<file path="src/rtl/gpr_writeback_queue.sv">
// In-order writeback queue between the ALU/LSU result buses and the GPR write port.
// Round-robin accepts at most one beat per cycle; the queue drains one rd write per cycle.
module gpr_writeback_queue #(
   parameter int DEPTH = 4
) (
   input  logic        clock_in,
   input  logic        reset_in,
   input  logic        alu_valid_in,
   input  logic [4:0]  alu_rd_addr_in,
   input  logic [31:0] alu_data_in,
   output logic        alu_ready_out,
   input  logic        lsu_valid_in,
   input  logic [4:0]  lsu_rd_addr_in,
   input  logic [31:0] lsu_data_in,
   output logic        lsu_ready_out,
   input  logic        wb_hold_in,
   input  logic        flush_in,
   output logic        rd_we_out,
   output logic [4:0]  rd_addr_out,
   output logic [31:0] rd_data_out,
   output logic [31:0] pending_mask_out
);

   localparam int AW = (DEPTH > 1) ? $clog2(DEPTH) : 1;
   localparam int CW = AW + 1;

   logic [4:0]    addr_q [DEPTH];
   logic [31:0]   data_q [DEPTH];
   logic [AW-1:0] wr_ptr;
   logic [AW-1:0] rd_ptr;
   logic [CW-1:0] count;
   logic          prio_lsu;

   logic          grant_alu;
   logic          grant_lsu;
   logic          tie;
   logic          can_accept;
   logic          accept;
   logic          push;
   logic          pop;
   logic [4:0]    in_addr;
   logic [31:0]   in_data;

   always_comb begin
      tie        = alu_valid_in & lsu_valid_in;
      grant_alu  = alu_valid_in & (~lsu_valid_in | ~prio_lsu);
      grant_lsu  = lsu_valid_in & (~alu_valid_in | prio_lsu);
      // Full blocks acceptance even when a pop happens on the same edge.
      can_accept = ~reset_in & ~flush_in & (count < CW'(DEPTH));
      alu_ready_out = grant_alu & can_accept;
      lsu_ready_out = grant_lsu & can_accept;
      accept     = alu_ready_out | lsu_ready_out;
      in_addr    = grant_lsu ? lsu_rd_addr_in : alu_rd_addr_in;
      in_data    = grant_lsu ? lsu_data_in : alu_data_in;
      // x0 beats handshake normally but are dropped here.
      push       = accept & (in_addr != 5'd0);
      pop        = ~flush_in & ~wb_hold_in & (count != '0);
   end

   always_ff @(posedge clock_in) begin
      if (push) begin
         addr_q[wr_ptr] <= in_addr;
         data_q[wr_ptr] <= in_data;
      end
   end

   always_ff @(posedge clock_in or posedge reset_in) begin
      if (reset_in) begin
         wr_ptr      <= '0;
         rd_ptr      <= '0;
         count       <= '0;
         prio_lsu    <= 1'b0;
         rd_we_out   <= 1'b0;
         rd_addr_out <= '0;
         rd_data_out <= '0;
      end else begin
         if (flush_in) begin
            wr_ptr    <= '0;
            rd_ptr    <= '0;
            count     <= '0;
            rd_we_out <= 1'b0;
         end else begin
            if (pop) begin
               rd_we_out   <= 1'b1;
               rd_addr_out <= addr_q[rd_ptr];
               rd_data_out <= data_q[rd_ptr];
               rd_ptr      <= rd_ptr + 1'b1;
            end else begin
               rd_we_out <= 1'b0;
            end
            if (push) wr_ptr <= wr_ptr + 1'b1;
            case ({push, pop})
               2'b10:   count <= count + 1'b1;
               2'b01:   count <= count - 1'b1;
               default: count <= count;
            endcase
         end
         if (tie & accept) prio_lsu <= ~prio_lsu;
      end
   end

   // Entry i is live when its distance from the head is below count.
   always_comb begin
      logic [AW-1:0] off;
      pending_mask_out = '0;
      for (int i = 0; i < DEPTH; i++) begin
         off = AW'(i) - rd_ptr;
         if ({1'b0, off} < count) pending_mask_out[addr_q[i]] = 1'b1;
      end
      if (rd_we_out) pending_mask_out[rd_addr_out] = 1'b1;
      pending_mask_out[0] = 1'b0;
   end

endmodule

</file>
<file path="config.mk">
export PLATFORM = sky130hd
export DESIGN_NAME = gpr_writeback_queue
export DESIGN_NICKNAME = d
export VERILOG_FILES = /design/src/rtl/gpr_writeback_queue.sv
export SDC_FILE = /design/constraint.sdc
export NUM_CORES = 1
export LEC_CHECK = 0
export ABC_AREA = 0
export CORE_UTILIZATION = 49
export DETAILED_ROUTE_END_ITERATION = 6
export MAX_ROUTING_LAYER = met4
export PLACE_DENSITY = 0.77
export SLEW_MARGIN = 0
export SYNTH_ARGS = -nofsm -noshare
export SYNTH_HDL_FRONTEND = slang
export SYNTH_SLANG_ARGS = --single-unit
</file>
<file path="constraint.sdc">
create_clock -name clock_in -period 2.6 [get_ports clock_in]
set_clock_uncertainty 0.1 [all_clocks]
set_input_delay 0.26 -clock clock_in [delete_from_list [all_inputs] [get_ports clock_in]]
set_output_delay 0.26 -clock clock_in [all_outputs]
set_load 0.01 [all_outputs]
</file>
Word-level counts from Yosys, hierarchy flattened
Memories as Yosys holds them, arrays and structs flattened. A register that Yosys moved wholly into a read port is not among the register bits.
Index checks and enable logic that the tools add are counted.
W data, S select, Z words.
- memories: 2
- input bits: 80
- register bits after elaboration: 9
- bits in writable memories: 148
- $lt $le $gt $ge: 15
- mux-type cells: 27
- bitwise logic cells: 24
- reductions and logical operators: 11
- add/sub/neg operators: 8
- eq/ne operators: 2
- memory list (name ; depth ; width ; read ports ; clocked after memory_dff ; wr ports ; RTL line ; source):
    data_q ; 4 ; 32 ; 1 ; 1 ; 1 ; 28 ; logic [31:0] data_q [DEPTH];
    addr_q ; 4 ; 5 ; 5 ; 1 ; 1 ; 27 ; logic [4:0] addr_q [DEPTH];
- operators by type and width (cell ; count):
    $mux W32 ; 6
    $or A32 B32 Y32 ; 4
    $lt A5 B6 Y1 const B ; 5
    $demux W1 S5 ; 5
    $ge A5 B1 Y1 const B ; 5
    $lt A2 B3 Y1 ; 4
    $and A1 B1 Y1 ; 11
    $mux W1 ; 9
    $mux W2 ; 4
    $not A1 Y1 ; 6
    $pmux W3 S2 ; 1
    $reduce_bool A3 Y1 ; 2
    $logic_and A1 B1 Y1 ; 5
    $mux W5 ; 1
    $reduce_bool A5 Y1 ; 1
    $add A2 B1 Y2 const B ; 2
    $reduce_bool A2 Y1 ; 2
    $sub A1 B2 Y2 const A ; 2
    $sub A2 B2 Y2 const A ; 2
    $add A3 B1 Y3 const B ; 1
    $lt A3 B3 Y1 const B ; 1
    $mux W3 ; 1
    $or A1 B1 Y1 ; 3
    $sub A3 B1 Y3 const B ; 1
    other kinds (3) ; 3

Depth between registers and ports, before layout
An unclocked memory read counts as a cell.
- depth in word-level cells: 14
- gate-level depth with buffers: 10
- depth with buffers taken out: 8

Worst setup path before layout
Ideal clock, no wire load.
- kind: register -> output
- start point: register rd_ptr[1]
- end point: output pending_mask_out[14]
- path slack: -276 ps
- stages on the path, launching flop included: 11
- data arrival time: 2516 ps
- path through: dfrtp_1 buf_2 buf_1 xnor2_1 inv_1 ha_1 nand2b_1 o211ai_2 or3b_1 o22a_1 o211ai_1
- longest elaborated chain between the ends: 11
- ends and longest elaborated chain (what ; RTL line ; source):
    from (decl) ; 30 ; logic [AW-1:0] rd_ptr;
    from (signal assigned) ; 87 ; rd_ptr <= rd_ptr + 1'b1;
    $sub A1 B2 Y2 ; 107 ; off = AW'(i) - rd_ptr;
    $lt A2 B3 Y1 ; 108 ; if ({1'b0, off} < count) pending_mask_out[addr_q[i]] = 1'b1;
    $mux W32 ; 108 ;
    $or A32 B32 Y32 (no source line) ; n/a ;
    $mux W32 ; 108 ;
    $or A32 B32 Y32 (no source line) ; n/a ;
    $mux W32 ; 108 ;
    $or A32 B32 Y32 (no source line) ; n/a ;
    $mux W32 * ; 108 ;
    $or A32 B32 Y32 (no source line) ; n/a ;
    $mux W32 * ; 110 ; if (rd_we_out) pending_mask_out[rd_addr_out] = 1'b1;
    to (decl) ; 21 ; output logic [31:0] pending_mask_out
Mark *: on every way between the ends. The rest lies on a longest branch, timed or not.

Final worst setup path
Same ends and word-level chain as after synthesis.

==> flow_metrics.tcl <==
set metrics [dict create \
    status "finished with violations" \
    violations "setup timing" \
    final_nets 1054 \
    cts_tree "done" \
    syn2layout_area_growth_pct 36.9 \
    max_cap_viol_count 0 \
    gp_congestion 1.03 \
    path_clk_slew_ns 0.08 \
    fmax_ghz 0.339 \
    synth_edf_count 148 \
    syn_area_um2 9380 \
    crit_required_ns 2.24 \
    start_util_pct 50.1 \
    grt_pass1_vias 7483 \
    antenna_found_initial 0 \
    final_layout_size_suffix_gt1_share_pct 33.8 \
    clock_path_buffers 2 \
    yosys_warnings 0 \
    synth-seq-cells 194 \
    crit_fanout 3 \
    syn_area_per_cell_um2 12.8 \
    synth-main-ff-cell "edfxtp_1" \
    n_antenna_cell 0 \
    drtPass1Iterations 6 \
    port-buffer-count 150 \
    die_area_um2 19700 \
    hold_ws_ns 0.167 \
    core-area_um2 18700 \
    synth_area_leaders "edfxtp_1, dfrtp_1, mux4_2" \
    setup_viol 31 \
    arrival_ns 2.59 \
    criticalPathCategory "reg2out" \
    cts.sinks 194 \
    timing.slew.headroom_pct 49.1 \
    die-width_um 140 \
    p_leak_nw 4.86 \
    netlist_instances 731 \
    ios 152 \
    design_area_um2 12800 \
    synth_fp_nets 820 \
    rows 50 \
    numCtsBuffers 17 \
    h-tree-depth 4 \
    final_cell_mix "edfxtp_1, nand2_1, clkdlybuf4s50_1" \
    setup_ws_ns -0.352 \
    yosysTopAreaCellShare_pct 47.4 \
    yosysUniqueCellTypes 64 \
    hpwl_mm 20.1 \
    num-fill-cells 1296 \
    place_ws_ns -0.310 \
    wl_per_cell_um 23.5 \
    yosysSeqAreaShare_pct 59.7 \
    fp.dieH_um 140 \
    final_common_cell "edfxtp_1" \
    min_period_ns 2.95 \
    timing.final.hold_violations 0 \
    fin_util_pct 68.6 \
    endpoint_kind "primary output" \
    min_path_type "in2async" \
    ys_async_sr_fraction_pct 23.7 \
    drc_errors 0 \
    power_density_nw_per_um2 852 \
    rsz0062_at_grt "true" \
    yosysTopAreaCell "edfxtp_1" \
    first_iter_violations 685 \
    highest_layer "met4" \
    wl_met2_mm 14.8 \
    r2r_slack_ns 0.14 \
    clkLatencyLatePin_ns 0.42 \
    worst_slew_pin_slew_ns 0.764 \
    max-vdd-ir-drop_mv 0.593 \
    grt.total_usage_pct 30.8 \
    root_buffer "clkbuf_16" \
    finalMaxSlewViolations 0 \
    grt_overflow 0 \
    vias_per_cell 6.00 \
    vias 7273 \
    finalCritPeriodShare_pct 114 \
    ant_nets 0 \
    dr_wl_met3_mm 1.77 \
    post_dp_cell_area_um2 11800 \
    met1_length_mm 10.7 \
    grt_pass1_wl_mm 43.4 \
    cp-start-kind "register" \
    wirelength_mm 28.4 \
    grt_start_max_net_pins 39 \
    p_total_w 0.0109 \
]
==> per-layer routing <==
| metal | up-vias | GRT usage [%] |
|---|---|---|
| li1 | 3219 | - |
| met5 | - | - |
| met2 | 394 | 52.6 |
| met3 | 94 | 4.89 |
| met1 | 3566 | 36.1 |
| met4 | 0 | 14.0 |
==> registers in the layout, summed over array words and instances, names as in the netlist <==
| signal | cells |
|---|---|
| wr_ptr | 2 |
| rd_addr_out | 5 |
| count | 3 |
| prio_lsu | 1 |
| rd_ptr | 2 |
| addr_q | 20 |
| rd_we_out | 1 |
| rd_data_out | 32 |
| data_q | 128 |
==> cell type report <==
type | count | area (µm²) | area share, %
inverter | 16 | 60.1 | 0.468
tap | 234 | 293 | 2.28
clock inverter | 13 | 153 | 1.19
sequential | 194 | 5600 | 43.6
clock buffer | 19 | 433 | 3.37
timing repair buffer | 258 | 2300 | 17.9
multi-input combinational | 478 | 4000 | 31.2
==> worst max-delay path: stages, from the launching register on <==
cell and delay (ns):
dfrtp_2 0.44, xnor2_2 0.16, inv_1 0.06, ha_1 0.26
nand2b_1 0.12, o211ai_2 0.09, or3b_4 0.42, buf_6 0.14
o22a_1 0.19, o211ai_1 0.10, buf_2 0.17
==> power breakdown <==
group / leakage [nW] / total [W] / switching [W] / internal [W]
Combinational: 2.65 / 0.00425 / 0.00215 / 0.00210
Sequential: 1.92 / 0.00409 / 0.000280 / 0.00381
Clock: 0.289 / 0.00260 / 0.00122 / 0.00138
Total: 4.86 / 0.0109 / 0.00365 / 0.00729
==> cells in the mapped netlist (all sizes together), types with 9 or more instances <==
| cell type | n |
|---|---|
| edfxtp | 148 |
| nand2 | 127 |
| dfrtp | 46 |
| nor2 | 42 |
| mux2 | 38 |
| mux4 | 37 |
| nand3 | 33 |
| clkbuf | 23 |
| buf | 20 |
| nor2b | 20 |
| a21oi | 16 |
| inv | 16 |
| nand2b | 15 |
| a31oi | 12 |
| o22ai | 12 |
| o211ai | 9 |
==> repair_timing <==
| item | 4_1_cts | 5_1_grt |
|---|---|---|
| endpoints found under the setup margin | 32 | 32 |
| pin swaps | 32 | 22 |
| setup buffers | 7 | 5 |
| resized for setup | 189 | 36 |
| hold buffers | 0 | 0 |
==> stage by stage <==
step,setup TNS (ns),std cells
6_report,-6.86,1212
4_1_cts,-6.18,1209
5_1_grt,-10.35,1212
3_5_place_dp,-4.87,1175
3_3_place_gp,-4.87,1175
2_1_floorplan,-0.0254,731
==> worst paths after layout <==
| check | start | depth (start not counted) | endpoint |
|---|---|---|---|
| hold reg to reg | rd_data_out[7] | 2 | rd_data_out[7] |
| max in group asynchronous | reset_in | 3 | rd_data_out[25] |
| setup reg to reg | count[2] | 8 | count[2] |
| hold / removal | reset_in | 2 | rd_data_out[20] |
| min in group clock_in | rd_data_out[7] | 2 | rd_data_out[7] |
| setup / recovery | rd_ptr[1] | 10 | pending_mask_out[14] |
==> logic make-up after synthesis <==
kind of cell / Yosys count / share of synthesized area (%)
AOI/OAI and AO/OA: 96 / 7.38
adders and majority gates: 9 / 1.28
muxes: 78 / 13.8
xor gates and xnor gates: 4 / 0.374
and+or+nand+nor: 290 / 14.8
buffers and inverters: 59 / 2.68
other: 1 / 0.0400
DFF: 194 / 59.7
Power figures use the tool's default switching activity.
